==> config.mk <==
export PLATFORM = sky130hd
export DESIGN_NAME = button_event_decoder
export DESIGN_NICKNAME = d
export VERILOG_FILES = /design/src/rtl/button_event_decoder.sv
export SDC_FILE = /design/constraint.sdc
export NUM_CORES = 1
export LEC_CHECK = 0
export CORE_MARGIN = 8
export CORE_UTILIZATION = 50
export CTS_BUF_LIST = sky130_fd_sc_hd__clkbuf_8
export CTS_CLUSTER_DIAMETER = 40
export CTS_CLUSTER_SIZE = 12
export DETAILED_ROUTE_END_ITERATION = 8
export PLACE_DENSITY = 0.67
export REMOVE_ABC_BUFFERS = 1
export SLEW_MARGIN = 20
export SYNTH_ARGS = -nofsm -noshare
export SYNTH_HDL_FRONTEND = slang
export SYNTH_SLANG_ARGS = --single-unit
==> constraint.sdc <==
create_clock -name clk_in -period 2.2 [get_ports clk_in]
set_input_delay 0.44 -clock clk_in [delete_from_list [all_inputs] [get_ports clk_in]]
set_output_delay 0.44 -clock clk_in [all_outputs]
set_load 0.01 [all_outputs]
==> src/rtl/button_event_decoder.sv <==
// ---------------------------------------------------------------------------
// button_event_decoder
//
// Classifies each press of the debounced push-button into short-press,
// long-press and auto-repeat events for the digital clock's set/mode
// controller. The whole block runs in the clk_in domain.
//
// The hold time is measured in ticks. A free-running prescaler produces one
// tick every TICK_DIV clk_in cycles. A press that is released before
// LONG_TICKS ticks is a short press. A hold that reaches LONG_TICKS ticks is
// a long press. After a long press, a repeat event follows every
// REPEAT_TICKS ticks while the button is still held.
//
// Build option:
//   BTN_AUTOREPEAT_EN - when defined, the repeat counter and repeat_pulse
//                       generation are present. When undefined, repeat_pulse
//                       is tied to 0, and LONG is left only on release.
//
// Parameters:
//   TICK_DIV     clk_in cycles per hold tick (>= 2)
//   LONG_TICKS   ticks of continuous hold before long_press (>= 2)
//   REPEAT_TICKS ticks between repeat_pulse events (>= 1)
//   CNT_W        width of the prescaler and the hold/repeat counters
//
// Ports:
//   clk_in        in   system clock; all logic on the rising edge
//   rst_n         in   asynchronous active-low reset
//   btn_level     in   debounced button level, 1 = pressed (asynchronous)
//   short_press   out  1-cycle pulse on release of a short press
//   long_press    out  1-cycle pulse when the hold reaches LONG_TICKS
//   repeat_pulse  out  1-cycle pulse every REPEAT_TICKS after long_press
//   held          out  level, 1 while the press FSM is in PRESSED or LONG
// ---------------------------------------------------------------------------
module button_event_decoder #(
  parameter int TICK_DIV     = 100000,
  parameter int LONG_TICKS   = 1000,
  parameter int REPEAT_TICKS = 250,
  parameter int CNT_W        = 17
) (
  input  logic clk_in,
  input  logic rst_n,
  input  logic btn_level,
  output logic short_press,
  output logic long_press,
  output logic repeat_pulse,
  output logic held
);

  // Reject configurations the counters cannot represent.
  if (TICK_DIV < 2 || LONG_TICKS < 2 || REPEAT_TICKS < 1 ||
      longint'(TICK_DIV - 1) >= (longint'(1) << CNT_W) ||
      longint'(LONG_TICKS) >= (longint'(1) << CNT_W) ||
      longint'(REPEAT_TICKS) >= (longint'(1) << CNT_W)) begin : g_bad_cfg
    $error("button_event_decoder: illegal parameter combination");
  end

  localparam logic [CNT_W-1:0] CNT_ONE   = CNT_W'(1);
  localparam logic [CNT_W-1:0] DIV_LAST  = CNT_W'(TICK_DIV - 1);
  localparam logic [CNT_W-1:0] LONG_LAST = CNT_W'(LONG_TICKS);

  typedef enum logic [1:0] {
    S_IDLE    = 2'd0,
    S_PRESSED = 2'd1,
    S_LONG    = 2'd2
  } state_t;

  // -------------------------------------------------------------------------
  // Input synchronizer (btn_level is asynchronous to clk_in)
  // -------------------------------------------------------------------------
  logic btn_meta;
  logic btn_s;

  always_ff @(posedge clk_in or negedge rst_n) begin
    if (!rst_n) begin
      btn_meta <= 1'b0;
      btn_s    <= 1'b0;
    end else begin
      btn_meta <= btn_level;
      btn_s    <= btn_meta;
    end
  end

  // -------------------------------------------------------------------------
  // Tick prescaler: free-running, cleared only by reset, so the tick phase
  // relative to a press is arbitrary. That phase is what spreads the
  // long_press latency across one tick period.
  // -------------------------------------------------------------------------
  logic [CNT_W-1:0] pre_cnt;
  logic             tick;

  assign tick = (pre_cnt == DIV_LAST);

  always_ff @(posedge clk_in or negedge rst_n) begin
    if (!rst_n) begin
      pre_cnt <= '0;
    end else if (tick) begin
      pre_cnt <= '0;
    end else begin
      pre_cnt <= pre_cnt + CNT_ONE;
    end
  end

  // -------------------------------------------------------------------------
  // Press FSM and its counters
  // -------------------------------------------------------------------------
  state_t           state;
  state_t           next_state;
  logic [CNT_W-1:0] hold_cnt;
  logic [CNT_W-1:0] hold_nxt;
  logic             hold_clr;
  logic             hold_inc;
  logic             short_ev;
  logic             long_ev;
  logic             rep_ev;
  // Release seen one edge earlier; delayed so short_press lines up with the
  // falling edge of held, which is itself one register behind the state.
  logic             short_q;

  assign hold_nxt = hold_cnt + CNT_ONE;

`ifdef BTN_AUTOREPEAT_EN
  localparam logic [CNT_W-1:0] REP_LAST = CNT_W'(REPEAT_TICKS);

  logic [CNT_W-1:0] rep_cnt;
  logic [CNT_W-1:0] rep_nxt;
  logic             rep_clr;
  logic             rep_inc;

  assign rep_nxt = rep_cnt + CNT_ONE;
`endif

  // State register
  always_ff @(posedge clk_in or negedge rst_n) begin
    if (!rst_n) begin
      state   <= S_IDLE;
      short_q <= 1'b0;
    end else begin
      state   <= next_state;
      short_q <= short_ev;
    end
  end

  // Hold counter: stops at LONG_TICKS because the FSM leaves PRESSED there.
  always_ff @(posedge clk_in or negedge rst_n) begin
    if (!rst_n) begin
      hold_cnt <= '0;
    end else if (hold_clr) begin
      hold_cnt <= '0;
    end else if (hold_inc) begin
      hold_cnt <= hold_nxt;
    end
  end

`ifdef BTN_AUTOREPEAT_EN
  // Repeat counter: cleared on entry to LONG and on every repeat event,
  // so it never exceeds REPEAT_TICKS.
  always_ff @(posedge clk_in or negedge rst_n) begin
    if (!rst_n) begin
      rep_cnt <= '0;
    end else if (rep_clr) begin
      rep_cnt <= '0;
    end else if (rep_inc) begin
      rep_cnt <= rep_nxt;
    end
  end
`endif

  // Next-state logic. Release is tested before the tick in every state, so
  // a release coinciding with the deciding tick suppresses the tick event.
  always_comb begin
    next_state = state;
    hold_clr   = 1'b0;
    hold_inc   = 1'b0;
    short_ev   = 1'b0;
    long_ev    = 1'b0;
    rep_ev     = 1'b0;
`ifdef BTN_AUTOREPEAT_EN
    rep_clr    = 1'b0;
    rep_inc    = 1'b0;
`endif
    case (state)
      S_IDLE: begin
        if (btn_s) begin
          next_state = S_PRESSED;
          hold_clr   = 1'b1;
        end
      end
      S_PRESSED: begin
        if (!btn_s) begin
          next_state = S_IDLE;
          short_ev   = 1'b1;
        end else if (tick) begin
          hold_inc = 1'b1;
          if (hold_nxt == LONG_LAST) begin
            next_state = S_LONG;
            long_ev    = 1'b1;
`ifdef BTN_AUTOREPEAT_EN
            rep_clr    = 1'b1;
`endif
          end
        end
      end
      S_LONG: begin
        if (!btn_s) begin
          next_state = S_IDLE;
        end
`ifdef BTN_AUTOREPEAT_EN
        else if (tick) begin
          if (rep_nxt == REP_LAST) begin
            rep_ev  = 1'b1;
            rep_clr = 1'b1;
          end else begin
            rep_inc = 1'b1;
          end
        end
`endif
      end
      default: begin
        next_state = S_IDLE;
      end
    endcase
  end

  // -------------------------------------------------------------------------
  // Output logic: next values for the output registers
  // -------------------------------------------------------------------------
  logic held_d;
  logic short_d;
  logic long_d;
  logic rep_d;

  always_comb begin
    held_d  = (state != S_IDLE);
    short_d = short_q;
    long_d  = long_ev;
    rep_d   = rep_ev;
  end

  // Output registers
  always_ff @(posedge clk_in or negedge rst_n) begin
    if (!rst_n) begin
      held        <= 1'b0;
      short_press <= 1'b0;
      long_press  <= 1'b0;
    end else begin
      held        <= held_d;
      short_press <= short_d;
      long_press  <= long_d;
    end
  end

`ifdef BTN_AUTOREPEAT_EN
  always_ff @(posedge clk_in or negedge rst_n) begin
    if (!rst_n) begin
      repeat_pulse <= 1'b0;
    end else begin
      repeat_pulse <= rep_d;
    end
  end
`else
  // Auto-repeat is not built; rep_ev is never raised in this configuration.
  assign repeat_pulse = 1'b0;

  logic unused_rep;
  assign unused_rep = rep_d;
`endif

endmodule
==> impl_metrics.json, run 1 <==
{
  "place_congestion": 0.8499,
  "period_needed_ps": 2058,
  "die_h_um": 82.59,
  "drtIter0Drc": 134,
  "yosysTopAreaCell": "dfrtp_1",
  "cp_max_fo": 11,
  "synthArstFlopShare_pct": 100.0,
  "drv_cap": 0,
  "dpl_cell_area_mm2": 0.002441,
  "fp.dieArea_mm2": 0.006821,
  "finalSetupViolCount": 0,
  "seq_area_frac_synth_pct": 47.40,
  "ys_top_cells_by_area": "dfrtp_1, xnor2_1, o21ai_0, nand3_1, nand2_1",
  "grt_use_total_pct": 15.79,
  "fin_tns_setup_ps": 0,
  "post_cts_buffers": 0,
  "drc": 0,
  "start_kind": "flip-flop",
  "core_mm2": 0.004324,
  "syn_to_final_growth_pct": 15.07,
  "grt_remaining_overflow": 0,
  "io_buffer_count": 5,
  "fill_cells": 387,
  "synth_seq_cells": 42,
  "synth_cells": 235,
  "clk_latency_ps": 300,
  "fmax_mhz": 485.9,
  "grt_pass1_vias": 1779,
  "cts_made_buffers": 5,
  "synth_edf_count": 0,
  "cts-resized-gates": 0,
  "rsz0062_at_grt": "false",
  "rows": 24,
  "p_leak_nw": 1.034,
  "drt-total-wl_um": 4731,
  "synth_top_area_share_pct": 47.40,
  "worstSetupEndpointType": "flip-flop",
  "hp-class": "input pin to async pin",
  "synth_area_mm2": 0.002217,
  "grt_max_degree": 23,
  "slew_viol_final": 0,
  "vdd_drop_max_mv": 0.3783,
  "post_drt_via_cell_ratio": 5.739,
  "utilization_pct": 59.00,
  "htreeDepth": 2,
  "initial_core_util_pct": 51.27,
  "dr.pass1.iters": 4,
  "yosys_warnings": 0,
  "cts-root-buf": "clkbuf_8",
  "num_antenna_cells": 0,
  "fin_area_mm2": 0.002551,
  "slew_headroom_pct": 59.38,
  "drtAntennaViolNets": 0,
  "fp.dieW_um": 82.59,
  "cts_tree": "yes",
  "grt_pass1_wl_um": 8259,
  "hpwlAfterDp_um": 3324,
  "synth_ff_type": "dfrtp_1",
  "io_pins": 7,
  "worstSetupPathType": "flip-flop to flip-flop",
  "cts.sinks": 42,
  "required_ps": 2430,
  "final_cell_mix": "dfrtp_1, nand2_1, nor2_1, o21ai_0, buf_4",
  "vias": 1779,
  "wire_per_inst_um": 15.26,
  "antenna_found_initial": 0,
  "drive_above_1_share_pct": 16.67,
  "finalHoldViolCount": 0,
  "avgSynthCellArea_um2": 9.435,
  "fin_nets": 263,
  "skew_ps": 11.71,
  "tightest_slew_ps": 603.8,
  "clkTransAtPathRegs_ps": 90,
  "cts_hold_buf": 0,
  "period_share_pct": 93.55,
  "critPathArrivalTime_ps": 2290,
  "p_per_area_mw_per_mm2": 527.9,
  "ys_types": 47,
  "hold-worst-slack_ps": 89.42,
  "status": "finished clean",
  "final_common_cell": "dfrtp_1",
  "clockBufferDepth": 2
}
## per-stage QoR
| stage | power [mW] | worst slack [ps] | instances |
|---|---|---|---|
| after floorplan | 0.8103 | 22.46 | 225 |
| after global placement | 0.8452 | 109.5 | 302 |
| after detailed placement | 0.8453 | 52.16 | 302 |
| after CTS | 1.376 | 29.71 | 310 |
| after global routing | 1.412 | 13.29 | 310 |
| final | 1.347 | 141.8 | 310 |
## power by group
group,total [mW],internal (mW),switching [mW],leakage (nW)
logic,0.0506,0.0168,0.0337,0.428
registers,0.779,0.777,0.00231,0.561
clock network,0.517,0.229,0.288,0.0447
total,1.35,1.02,0.324,1.03
## area by class of cell
| cell class | instances | area (µm²) | share of cell area (%) |
|---|---|---|---|
| Multi-Input combinational cell | 175 | 1100 | 43.11 |
| Sequential cell | 42 | 1051 | 41.20 |
| Timing Repair Buffer | 25 | 211.5 | 8.288 |
| Clock buffer | 5 | 68.82 | 2.697 |
| Tap cell | 52 | 65.06 | 2.550 |
| Inverter | 8 | 30.03 | 1.177 |
| Clock inverter | 3 | 25.02 | 0.9809 |
## final timing paths
path,startpoint,to,slack (ps),depth (start not counted)
max,pre_cnt[0]$_DFF_PN0_,hold_cnt[8]$_DFFE_PN0P_,140,6
min,rst_n,short_press$_DFF_PN0_,90,1
max reg2reg,pre_cnt[0]$_DFF_PN0_,hold_cnt[8]$_DFFE_PN0P_,140,6
min reg2reg,btn_meta$_DFF_PN0_,btn_s$_DFF_PN0_,340,0
max in group asynchronous,rst_n,pre_cnt[13]$_DFF_PN0_,1600,2
min in group clk_in,btn_meta$_DFF_PN0_,btn_s$_DFF_PN0_,340,0
## per-layer routing
metal | vias to the layer above | global-route usage, % | routed length (µm)
met5 | - | 0 | 0
met4 | 0 | 7.931 | 61
met3 | 6 | 4.113 | 150
met2 | 26 | 25.53 | 2303
met1 | 860 | 19.06 | 2216
li1 | 887 | - | -
## worst max-delay path, stage by stage (launching register included)
cell,delay (ps)
dfrtp_1,400
ha_1,210
and4_1,270
nand4_1,140
or3_4,460
or3_1,360
a21oi_1,140
## Yosys cell counts (all sizes together), types with 7 or more instances
cell type and number:
nand4 8, dfrtp 42, inv 8, or3 9
nand2 22, nor2 22, nand3 18, o21ai 18
a21oi 8, nor4 7, xnor2 11
## flip-flops by register name, indices dropped and copies added, names as in the netlist
register,count
pre_cnt,17
short_d,1
long_press,1
btn_meta,1
state,2
hold_cnt,17
held,1
short_press,1
btn_s,1
## cell families (layout without fill, tap and decap cells)
| family | Yosys count | after routing | share of synthesized area, % |
|---|---|---|---|
| AOI/OAI and AO/OA | 37 | 37 | 9.877 |
| buffers and inverters | 18 | 41 | 3.555 |
| adders and majority gates | 3 | 3 | 1.693 |
| DFF | 42 | 42 | 47.40 |
| xor gates and xnor gates | 17 | 17 | 6.715 |
| and+or+nand+nor | 113 | 113 | 28.73 |
| other | 1 | 1 | 0.1691 |
| muxes | 4 | 4 | 1.862 |
(Power assumes the default switching activity.)
==> run 2, diff against run 1 <==
==> constraint.sdc (replaced) <==
create_clock -name clk_in -period 2.2 [get_ports clk_in]
set_input_delay 0.44 -clock clk_in [delete_from_list [all_inputs] [get_ports clk_in]]
set_output_delay 0.44 -clock clk_in [all_outputs]
set_load 0.005 [all_outputs]
==> results of run 2 <==
The final DEF is identical to that of run 1. Status: finished clean.
Main changes from that run: total power 1.347 mW -> 1.346 mW
